--- config.mk ---
export PLATFORM = sky130hd
export DESIGN_NAME = wb_sram8_bridge_flat
export DESIGN_NICKNAME = d
export VERILOG_FILES = /design/src/rtl/wb_sram8_bridge_pkg.sv /design/src/rtl/wb_sram8_bridge_if.sv /design/src/rtl/sram8_byte_cycle.sv /design/src/rtl/wb_sram8_bridge.sv /design/src/flat_wrapper.sv
export SDC_FILE = /design/constraint.sdc
export NUM_CORES = 1
export LEC_CHECK = 0
export BUFFER_PORTS_ARGS = -buffer_cell sky130_fd_sc_hd__buf_2
export CAP_MARGIN = 10
export CORE_MARGIN = 3
export CORE_UTILIZATION = 30
export CTS_BUF_LIST = sky130_fd_sc_hd__clkbuf_2 sky130_fd_sc_hd__clkbuf_4 sky130_fd_sc_hd__clkbuf_8
export DETAILED_ROUTE_END_ITERATION = 6
export PLACE_DENSITY_LB_ADDON = 0.05
export SLEW_MARGIN = 15
export SYNTH_ARGS = -nofsm -noshare
export SYNTH_HDL_FRONTEND = slang
export SYNTH_HIERARCHICAL = 1
export SYNTH_SLANG_ARGS = --single-unit
--- constraint.sdc ---
create_clock -name i_clk -period 2.3 [get_ports i_clk]
set_input_delay 0.46 -clock i_clk [delete_from_list [all_inputs] [get_ports i_clk]]
set_output_delay 0.46 -clock i_clk [all_outputs]
set_load 0.005 [all_outputs]
--- src/rtl/wb_sram8_bridge_pkg.sv ---
// Shared constants and state encoding for the Wishbone to 8-bit async SRAM bridge.
`ifndef RW
`define RW 16
`endif

package wb_sram8_bridge_pkg;

    localparam int unsigned DW    = `RW;
    localparam int unsigned BW    = 8;
    localparam int unsigned CNT_W = 4;

    localparam logic LANE_LO = 1'b0;
    localparam logic LANE_HI = 1'b1;

    typedef enum logic [2:0] {
        ST_IDLE   = 3'd0,
        ST_SETUP  = 3'd1,
        ST_STROBE = 3'd2,
        ST_HOLD   = 3'd3,
        ST_ACK    = 3'd4,
        ST_XFER   = 3'd5,
        ST_ERR    = 3'd6
    } state_e;

    function automatic logic [BW-1:0] lane_byte(input logic [DW-1:0] word, input logic lane);
        return lane ? word[2*BW-1:BW] : word[BW-1:0];
    endfunction

endpackage

--- src/rtl/wb_sram8_bridge_if.sv ---
// Wishbone slave and SRAM pin bundle for wb_sram8_bridge.
// WB_ERR_EN adds the wb_err response line.
interface wb_sram8_bridge_if #(
    parameter int unsigned AW = 16
);
    import wb_sram8_bridge_pkg::*;

    logic          wb_cyc;
    logic          wb_stb;
    logic          wb_we;
    logic [AW-1:0] wb_adr;
    logic [DW-1:0] wb_i_dat;
    logic [1:0]    wb_sel;
    logic [DW-1:0] wb_o_dat;
    logic          wb_ack;
`ifdef WB_ERR_EN
    logic          wb_err;
`endif

    logic [AW:0]   sram_adr;
    logic [BW-1:0] sram_dq_o;
    logic [BW-1:0] sram_dq_i;
    logic          sram_dq_oe;
    logic          sram_ce_n;
    logic          sram_oe_n;
    logic          sram_we_n;

    modport master (
        output wb_cyc, wb_stb, wb_we, wb_adr, wb_i_dat, wb_sel,
        input  wb_o_dat, wb_ack
`ifdef WB_ERR_EN
        , input wb_err
`endif
    );

    modport slave (
        input  wb_cyc, wb_stb, wb_we, wb_adr, wb_i_dat, wb_sel, sram_dq_i,
        output wb_o_dat, wb_ack, sram_adr, sram_dq_o, sram_dq_oe,
               sram_ce_n, sram_oe_n, sram_we_n
`ifdef WB_ERR_EN
        , output wb_err
`endif
    );

    modport mem (
        input  sram_adr, sram_dq_o, sram_dq_oe, sram_ce_n, sram_oe_n, sram_we_n,
        output sram_dq_i
    );

endinterface

--- src/rtl/sram8_byte_cycle.sv ---
// One async SRAM byte access: SETUP (1 clk), STROBE (WAIT_CYC clks), HOLD (1 clk).
// A start seen in HOLD chains straight into the next SETUP with chip enable kept low.
module sram8_byte_cycle
    import wb_sram8_bridge_pkg::*;
#(
    parameter int unsigned AW       = 16,
    parameter int unsigned WAIT_CYC = 2
) (
    input  logic          i_clk,
    input  logic          i_rst,
    input  logic          start,
    input  logic          we,
    input  logic [AW:0]   adr,
    input  logic [BW-1:0] wdata,
    input  logic [BW-1:0] dq_i,
    output logic [AW:0]   sram_adr,
    output logic [BW-1:0] sram_dq_o,
    output logic          sram_dq_oe,
    output logic          sram_ce_n,
    output logic          sram_oe_n,
    output logic          sram_we_n,
    output logic          done_c,
    output logic          rd_vld_c,
    output logic [BW-1:0] rd_byte_c
);

    localparam logic [CNT_W-1:0] CNT_LOAD = CNT_W'(WAIT_CYC - 1);

    state_e           state_q, state_d;
    logic [CNT_W-1:0] cnt_q, cnt_d;
    logic             we_q, we_d;
    logic [AW:0]      adr_q, adr_d;
    logic [BW-1:0]    dq_o_q, dq_o_d;
    logic             dq_oe_q, dq_oe_d;
    logic             ce_n_q, ce_n_d;
    logic             oe_n_q, oe_n_d;
    logic             we_n_q, we_n_d;
    logic             accept_c;

    always_ff @(posedge i_clk or posedge i_rst) begin
        if (i_rst) begin
            state_q <= ST_IDLE;
            cnt_q   <= '0;
            we_q    <= 1'b0;
            adr_q   <= '0;
            dq_o_q  <= '0;
            dq_oe_q <= 1'b0;
            ce_n_q  <= 1'b1;
            oe_n_q  <= 1'b1;
            we_n_q  <= 1'b1;
        end else begin
            state_q <= state_d;
            cnt_q   <= cnt_d;
            we_q    <= we_d;
            adr_q   <= adr_d;
            dq_o_q  <= dq_o_d;
            dq_oe_q <= dq_oe_d;
            ce_n_q  <= ce_n_d;
            oe_n_q  <= oe_n_d;
            we_n_q  <= we_n_d;
        end
    end

    always_comb begin
        state_d = state_q;
        cnt_d   = cnt_q;
        case (state_q)
            ST_IDLE:   if (start) state_d = ST_SETUP;
            ST_SETUP: begin
                state_d = ST_STROBE;
                cnt_d   = CNT_LOAD;
            end
            ST_STROBE: begin
                if (cnt_q == '0) state_d = ST_HOLD;
                else             cnt_d   = cnt_q - CNT_W'(1);
            end
            ST_HOLD:   state_d = start ? ST_SETUP : ST_IDLE;
            default:   state_d = ST_IDLE;
        endcase
    end

    // Pin values are registered from the next state so they change cleanly on the edge.
    always_comb begin
        accept_c = start && ((state_q == ST_IDLE) || (state_q == ST_HOLD));
        we_d     = we_q;
        adr_d    = adr_q;
        dq_o_d   = dq_o_q;
        if (accept_c) begin
            we_d  = we;
            adr_d = adr;
            if (we) dq_o_d = wdata;
        end
        dq_oe_d   = (state_d != ST_IDLE) && we_d;
        ce_n_d    = (state_d == ST_IDLE);
        oe_n_d    = !((state_d == ST_STROBE) && !we_d);
        we_n_d    = !((state_d == ST_STROBE) && we_d);
        done_c    = (state_q == ST_HOLD);
        rd_vld_c  = (state_q == ST_STROBE) && (cnt_q == '0) && !we_q;
        rd_byte_c = dq_i;
    end

    assign sram_adr   = adr_q;
    assign sram_dq_o  = dq_o_q;
    assign sram_dq_oe = dq_oe_q;
    assign sram_ce_n  = ce_n_q;
    assign sram_oe_n  = oe_n_q;
    assign sram_we_n  = we_n_q;

endmodule

--- src/rtl/wb_sram8_bridge.sv ---
// Wishbone classic slave serving 16-bit words from an 8-bit async SRAM, low lane first.
// WB_ERR_EN enables wb_err for word addresses at or beyond MEM_WORDS.
module wb_sram8_bridge
    import wb_sram8_bridge_pkg::*;
#(
    parameter int unsigned AW       = 16,
    parameter int unsigned WAIT_CYC = 2
`ifdef WB_ERR_EN
    , parameter int unsigned MEM_WORDS = 65536
`endif
) (
    input  logic              i_clk,
    input  logic              i_rst,
    wb_sram8_bridge_if.slave  bus
);

    state_e        state_q, state_d;
    logic [AW-1:0] adr_q, adr_d;
    logic          we_q, we_d;
    logic [DW-1:0] dat_q, dat_d;
    logic          lane_q, lane_d;
    logic          pend_hi_q, pend_hi_d;
    logic          abort_q, abort_d;
    logic          wb_ack_q, wb_ack_d;
    logic [DW-1:0] wb_o_dat_q, wb_o_dat_d;
`ifdef WB_ERR_EN
    logic          wb_err_q, wb_err_d;
`endif

    logic          req_c, oob_c, abort_c, accept_c;
    logic          start_c, st_we_c, st_lane_c;
    logic [AW-1:0] st_adr_c;
    logic [DW-1:0] st_dat_c;
    logic          done_c, rd_vld_c;
    logic [BW-1:0] rd_byte_c;

    assign req_c   = bus.wb_cyc && bus.wb_stb;
    assign abort_c = abort_q || !bus.wb_cyc;
`ifdef WB_ERR_EN
    assign oob_c   = 32'(bus.wb_adr) >= MEM_WORDS;
`else
    assign oob_c   = 1'b0;
`endif

    always_ff @(posedge i_clk or posedge i_rst) begin
        if (i_rst) begin
            state_q    <= ST_IDLE;
            adr_q      <= '0;
            we_q       <= 1'b0;
            dat_q      <= '0;
            lane_q     <= LANE_LO;
            pend_hi_q  <= 1'b0;
            abort_q    <= 1'b0;
            wb_ack_q   <= 1'b0;
            wb_o_dat_q <= '0;
`ifdef WB_ERR_EN
            wb_err_q   <= 1'b0;
`endif
        end else begin
            state_q    <= state_d;
            adr_q      <= adr_d;
            we_q       <= we_d;
            dat_q      <= dat_d;
            lane_q     <= lane_d;
            pend_hi_q  <= pend_hi_d;
            abort_q    <= abort_d;
            wb_ack_q   <= wb_ack_d;
            wb_o_dat_q <= wb_o_dat_d;
`ifdef WB_ERR_EN
            wb_err_q   <= wb_err_d;
`endif
        end
    end

    always_comb begin
        state_d = state_q;
        case (state_q)
            ST_IDLE: begin
                if (req_c) begin
                    if (oob_c)                       state_d = ST_ERR;
                    else if (bus.wb_sel == 2'b00)    state_d = ST_ACK;
                    else                             state_d = ST_XFER;
                end
            end
            // An aborted word still finishes its current byte; later lanes are dropped.
            ST_XFER: begin
                if (done_c) begin
                    if (abort_c)        state_d = ST_IDLE;
                    else if (pend_hi_q) state_d = ST_XFER;
                    else                state_d = ST_ACK;
                end
            end
            ST_ACK, ST_ERR: state_d = ST_IDLE;
            default:        state_d = ST_IDLE;
        endcase
    end

    always_comb begin
        adr_d      = adr_q;
        we_d       = we_q;
        dat_d      = dat_q;
        lane_d     = lane_q;
        pend_hi_d  = pend_hi_q;
        abort_d    = abort_q;
        wb_o_dat_d = wb_o_dat_q;
        start_c    = 1'b0;
        st_we_c    = we_q;
        st_lane_c  = lane_q;
        st_adr_c   = adr_q;
        st_dat_c   = dat_q;
        accept_c   = (state_q == ST_IDLE) && req_c && !oob_c;

        if (accept_c) begin
            adr_d     = bus.wb_adr;
            we_d      = bus.wb_we;
            dat_d     = bus.wb_i_dat;
            lane_d    = bus.wb_sel[0] ? LANE_LO : LANE_HI;
            pend_hi_d = &bus.wb_sel;
            abort_d   = 1'b0;
            if (!bus.wb_we) wb_o_dat_d = '0;
            start_c   = (bus.wb_sel != 2'b00);
            st_we_c   = bus.wb_we;
            st_lane_c = lane_d;
            st_adr_c  = bus.wb_adr;
            st_dat_c  = bus.wb_i_dat;
        end

        if (state_q == ST_XFER) begin
            if (!bus.wb_cyc) abort_d = 1'b1;
            if (rd_vld_c) begin
                if (lane_q == LANE_HI) wb_o_dat_d[2*BW-1:BW] = rd_byte_c;
                else                   wb_o_dat_d[BW-1:0]    = rd_byte_c;
            end
            if (done_c && (state_d == ST_XFER)) begin
                start_c   = 1'b1;
                lane_d    = LANE_HI;
                pend_hi_d = 1'b0;
                st_lane_c = LANE_HI;
            end
        end

        wb_ack_d = (state_d == ST_ACK);
`ifdef WB_ERR_EN
        wb_err_d = (state_d == ST_ERR);
`endif
    end

    sram8_byte_cycle #(
        .AW       (AW),
        .WAIT_CYC (WAIT_CYC)
    ) u_byte_cycle (
        .i_clk      (i_clk),
        .i_rst      (i_rst),
        .start      (start_c),
        .we         (st_we_c),
        .adr        ({st_adr_c, st_lane_c}),
        .wdata      (lane_byte(st_dat_c, st_lane_c)),
        .dq_i       (bus.sram_dq_i),
        .sram_adr   (bus.sram_adr),
        .sram_dq_o  (bus.sram_dq_o),
        .sram_dq_oe (bus.sram_dq_oe),
        .sram_ce_n  (bus.sram_ce_n),
        .sram_oe_n  (bus.sram_oe_n),
        .sram_we_n  (bus.sram_we_n),
        .done_c     (done_c),
        .rd_vld_c   (rd_vld_c),
        .rd_byte_c  (rd_byte_c)
    );

    assign bus.wb_ack   = wb_ack_q;
    assign bus.wb_o_dat = wb_o_dat_q;
`ifdef WB_ERR_EN
    assign bus.wb_err   = wb_err_q;
`endif

endmodule

--- src/flat_wrapper.sv ---
// flat-port wrapper written by rule: the top's interface ports become plain ports
module wb_sram8_bridge_flat import wb_sram8_bridge_pkg::*;
#(
    parameter int unsigned AW       = 16,
    parameter int unsigned WAIT_CYC = 2

)
  (i_clk, i_rst, bus_wb_cyc, bus_wb_stb, bus_wb_we, bus_wb_adr, bus_wb_i_dat, bus_wb_sel, bus_sram_dq_i, bus_wb_o_dat, bus_wb_ack, bus_sram_adr, bus_sram_dq_o, bus_sram_dq_oe, bus_sram_ce_n, bus_sram_oe_n, bus_sram_we_n);
  wb_sram8_bridge_if #(.AW(AW)) bus_i ();
  input  logic i_clk;
  input  logic i_rst;
  input wire logic [$bits(bus_i.wb_cyc)-1:0] bus_wb_cyc;
  input wire logic [$bits(bus_i.wb_stb)-1:0] bus_wb_stb;
  input wire logic [$bits(bus_i.wb_we)-1:0] bus_wb_we;
  input wire logic [$bits(bus_i.wb_adr)-1:0] bus_wb_adr;
  input wire logic [$bits(bus_i.wb_i_dat)-1:0] bus_wb_i_dat;
  input wire logic [$bits(bus_i.wb_sel)-1:0] bus_wb_sel;
  input wire logic [$bits(bus_i.sram_dq_i)-1:0] bus_sram_dq_i;
  output wire logic [$bits(bus_i.wb_o_dat)-1:0] bus_wb_o_dat;
  output wire logic [$bits(bus_i.wb_ack)-1:0] bus_wb_ack;
  output wire logic [$bits(bus_i.sram_adr)-1:0] bus_sram_adr;
  output wire logic [$bits(bus_i.sram_dq_o)-1:0] bus_sram_dq_o;
  output wire logic [$bits(bus_i.sram_dq_oe)-1:0] bus_sram_dq_oe;
  output wire logic [$bits(bus_i.sram_ce_n)-1:0] bus_sram_ce_n;
  output wire logic [$bits(bus_i.sram_oe_n)-1:0] bus_sram_oe_n;
  output wire logic [$bits(bus_i.sram_we_n)-1:0] bus_sram_we_n;
  assign bus_i.wb_cyc = bus_wb_cyc;
  assign bus_i.wb_stb = bus_wb_stb;
  assign bus_i.wb_we = bus_wb_we;
  assign bus_i.wb_adr = bus_wb_adr;
  assign bus_i.wb_i_dat = bus_wb_i_dat;
  assign bus_i.wb_sel = bus_wb_sel;
  assign bus_i.sram_dq_i = bus_sram_dq_i;
  assign bus_wb_o_dat = bus_i.wb_o_dat;
  assign bus_wb_ack = bus_i.wb_ack;
  assign bus_sram_adr = bus_i.sram_adr;
  assign bus_sram_dq_o = bus_i.sram_dq_o;
  assign bus_sram_dq_oe = bus_i.sram_dq_oe;
  assign bus_sram_ce_n = bus_i.sram_ce_n;
  assign bus_sram_oe_n = bus_i.sram_oe_n;
  assign bus_sram_we_n = bus_i.sram_we_n;
  wb_sram8_bridge #(.AW(AW), .WAIT_CYC(WAIT_CYC)) u_core (.i_clk(i_clk), .i_rst(i_rst), .bus(bus_i));
endmodule
==> flow_summary.toml <==
[status]
status = "complete, no violations"

[grt]
grt_pass1_wl_mm = 16.1
antenna_found_initial = 0
grt_max_degree = 50
grt_pass1_vias = 3116
grtUsageTotal = 0.141
overflow = 0

[floorplan]
ios = 93
core_area_mm2 = 0.0129
fp.dieArea_mm2 = 0.0149
start_util = 0.314
die_h_um = 122
placementRows = 41
dieWidth_um = 122

[drt]
wl_per_cell_um = 15.1
wl_met3_um = 562
firstDrtPassIters = 4
routed-via-count = 2891
drtIter0Drc = 87
topRoutingLayerUsed = "met4"
wl_met2_mm = 4.49
ant_nets = 0
wl_met1_mm = 4.37
via_per_inst = 4.57
wirelength_mm = 9.59
drcViolationCount = 0

[placed_design]
numPortBuffers = 92
gp_congestion = 0.701
dp_hpwl_mm = 6.51

[cts]
cts_tree = "built"
clk-insertion-delay-late_ns = 0.38
cts_buffers = 9
clock-sinks = 93
cts.htree.levels = 3
clk_pin_slew_ns = 0.09
clock-root-buffer = "clkbuf_8"
clockBufferDepth = 2
cts_resized = 0

[synth]
synth-main-ff-cell = "dfrtp_1"
netlist_area_mm2 = 0.00404
ys_warn_count = 6
syn_nets = 407
syn_inst = 359
async_flop_share = 1.00
synth-seq-area-share = 0.576
avgSynthCellArea_um2 = 11.3
ys_types = 48
synth_seq_cells = 93
synth-edff-count = 0

[sta]
slew_headroom = 0.601
report.final.slew_viol_count = 0
fmax_ghz = 0.490
tightest_slew_ns = 0.598
finalCritPeriodShare = 0.888
min_period_ns = 2.04
finalHoldViolCount = 0
tns_ns = 0
rsz0062_at_grt = "false"
setup_viol = 0
fin_skew_ns = 0.00985

[power_and_ir_drop]
vdd_drop_max_mv = 0.443
pwr_density_cell_mw_per_mm2 = 798
power.total_mw = 3.91
p_leak_nw = 2.55

[setup_path]
cp_slowest_cell = "and2_2"
slowest_delay_ns = 0.47
worstSetupStartpointType = "register"
crit_family = "simple AND/OR/NAND/NOR gates"
path_buf_inv = 2
critPathCaptureType = "register"
crit_chain = "nor4b_2 -> buf_4 -> and2_2 -> buf_4 -> nand2_1 -> nand2_1 -> mux2_1"
criticalPathCategory = "register to register"
cp_max_fo = 26
cp.required_ns = 2.62
arrival_ns = 2.36

[flow_run]
drv_cap = 0

[final_layout]
final_nets = 504
diodes = 0
layout-drive-gt1-share = 0.319
syn_to_final_growth_pct = 21.1

[hold_path]
hold_class = "primary input to register"
[flip-flops by register name (all words and copies together) (netlist names), 3 cells and up]
register / cells
u_core/dat_q: 16
u_core/state_q: 3
u_core/u_byte_cycle/sram_dq_o: 8
u_core/u_byte_cycle/sram_adr: 17
u_core/bus.wb_o_dat: 16
u_core/u_byte_cycle/state_q: 3
u_core/adr_q: 16
u_core/u_byte_cycle/cnt_q: 4
[cell type report]
type	instances	area, um^2
Clock inverter	6	38.8
Fill cell	1303	7980
Tap cell	172	215
Clock buffer	10	138
Multi-Input combinational cell	230	1500
Inverter	11	41.3
Sequential cell	93	2330
Timing Repair Buffer	111	631
[worst reg2reg max path: stages, from the launching register on]
cell	delay [ns]
dfrtp_1	0.40
nor4b_2	0.31
buf_4	0.16
and2_2	0.47
buf_4	0.36
nand2_1	0.11
nand2_1	0.07
mux2_1	0.12
[cells in the mapped netlist, drive strengths merged, types with 3 or more instances]
| cell | instances | area, um^2 |
|---|---|---|
| inv | 11 | 41.3 |
| nor2 | 5 | 18.8 |
| nor4b | 3 | 38.8 |
| nand3 | 4 | 30.0 |
| dfrtp | 90 | 2250 |
| mux2 | 25 | 282 |
| mux2i | 9 | 90.1 |
| nand2 | 113 | 432 |
| o221a | 8 | 90.1 |
| clkbuf | 3 | 11.3 |
| a21oi | 5 | 47.5 |
| buf | 22 | 159 |
| nand2b | 3 | 18.8 |
| dfstp | 3 | 78.8 |
| o21ai | 8 | 40.0 |
| a22o | 17 | 149 |
[worst paths after layout]
path                                   startpoint                                to  slack [ns]  depth (start not counted)
worst max-delay path            u_core/state_q[1]  u_core/u_byte_cycle/sram_adr[14]        0.26                          7
worst min-delay path              bus_wb_i_dat[0]                   u_core/dat_q[0]        0.28                          3
worst max register to register  u_core/state_q[1]  u_core/u_byte_cycle/sram_adr[14]        0.26                          7
worst min register to register    u_core/adr_q[9]                   u_core/adr_q[9]        0.47                          2
max in group asynchronous                   i_rst     u_core/u_byte_cycle/sram_oe_n        1.17                          4
min in group asynchronous                   i_rst                  u_core/adr_q[15]        0.54                          3
[layout by cell type, fill, tap and decap left out, drive strengths merged, types with 3 or more instances in the layout]
cell / count
a21oi: 5
a22o: 17
buf: 110
clkbuf: 10
clkinv: 5
dfrtp: 90
dfstp: 3
inv: 10
mux2: 25
mux2i: 9
nand2: 113
nand2b: 3
nand3: 4
nor2: 5
nor4b: 3
o21ai: 8
o221a: 8
[stage by stage]
step	cell area (um^2)	hold WS [ns]	util	setup WS, ns	std cells
after floorplan	4040	0.434	-	0.0193	359
after global placement	4710	0.396	0.366	0.121	616
after detailed placement	4710	0.396	0.366	0.0829	616
after CTS	4900	0.254	0.380	0.232	633
after global routing	4900	0.271	0.380	0.0481	633
final	4900	0.284	0.380	0.257	633
[cells by family after synthesis]
kind of cell / after synthesis / synth area share
muxes: 34 / 0.0919
DFF: 93 / 0.576
and+or+nand+nor: 139 / 0.154
other: 2 / 0.00186
buffers and inverters: 36 / 0.0523
AOI/OAI and AO/OA: 53 / 0.114
adders and majority gates: 1 / 0.00309
xor gates and xnor gates: 1 / 0.00681
[power by group]
group | total (mW) | switching [mW] | internal (mW)
logic | 0.773 | 0.377 | 0.395
clock network | 1.02 | 0.601 | 0.418
registers | 2.12 | 0.170 | 1.95
total | 3.91 | 1.15 | 2.76
[repair_timing]
item,CTS,global route
hold buffers,1,0
hold endpoints to repair,7,0
setup buffers,0,0
[layer usage]
| metal | up-vias | track usage |
|---|---|---|
| li1 | 1399 | - |
| met4 | 0 | 0.0483 |
| met5 | - | 0 |
| met3 | 10 | 0.0487 |
| met1 | 1411 | 0.177 |
| met2 | 71 | 0.227 |
Power figures use the tool's default switching activity.
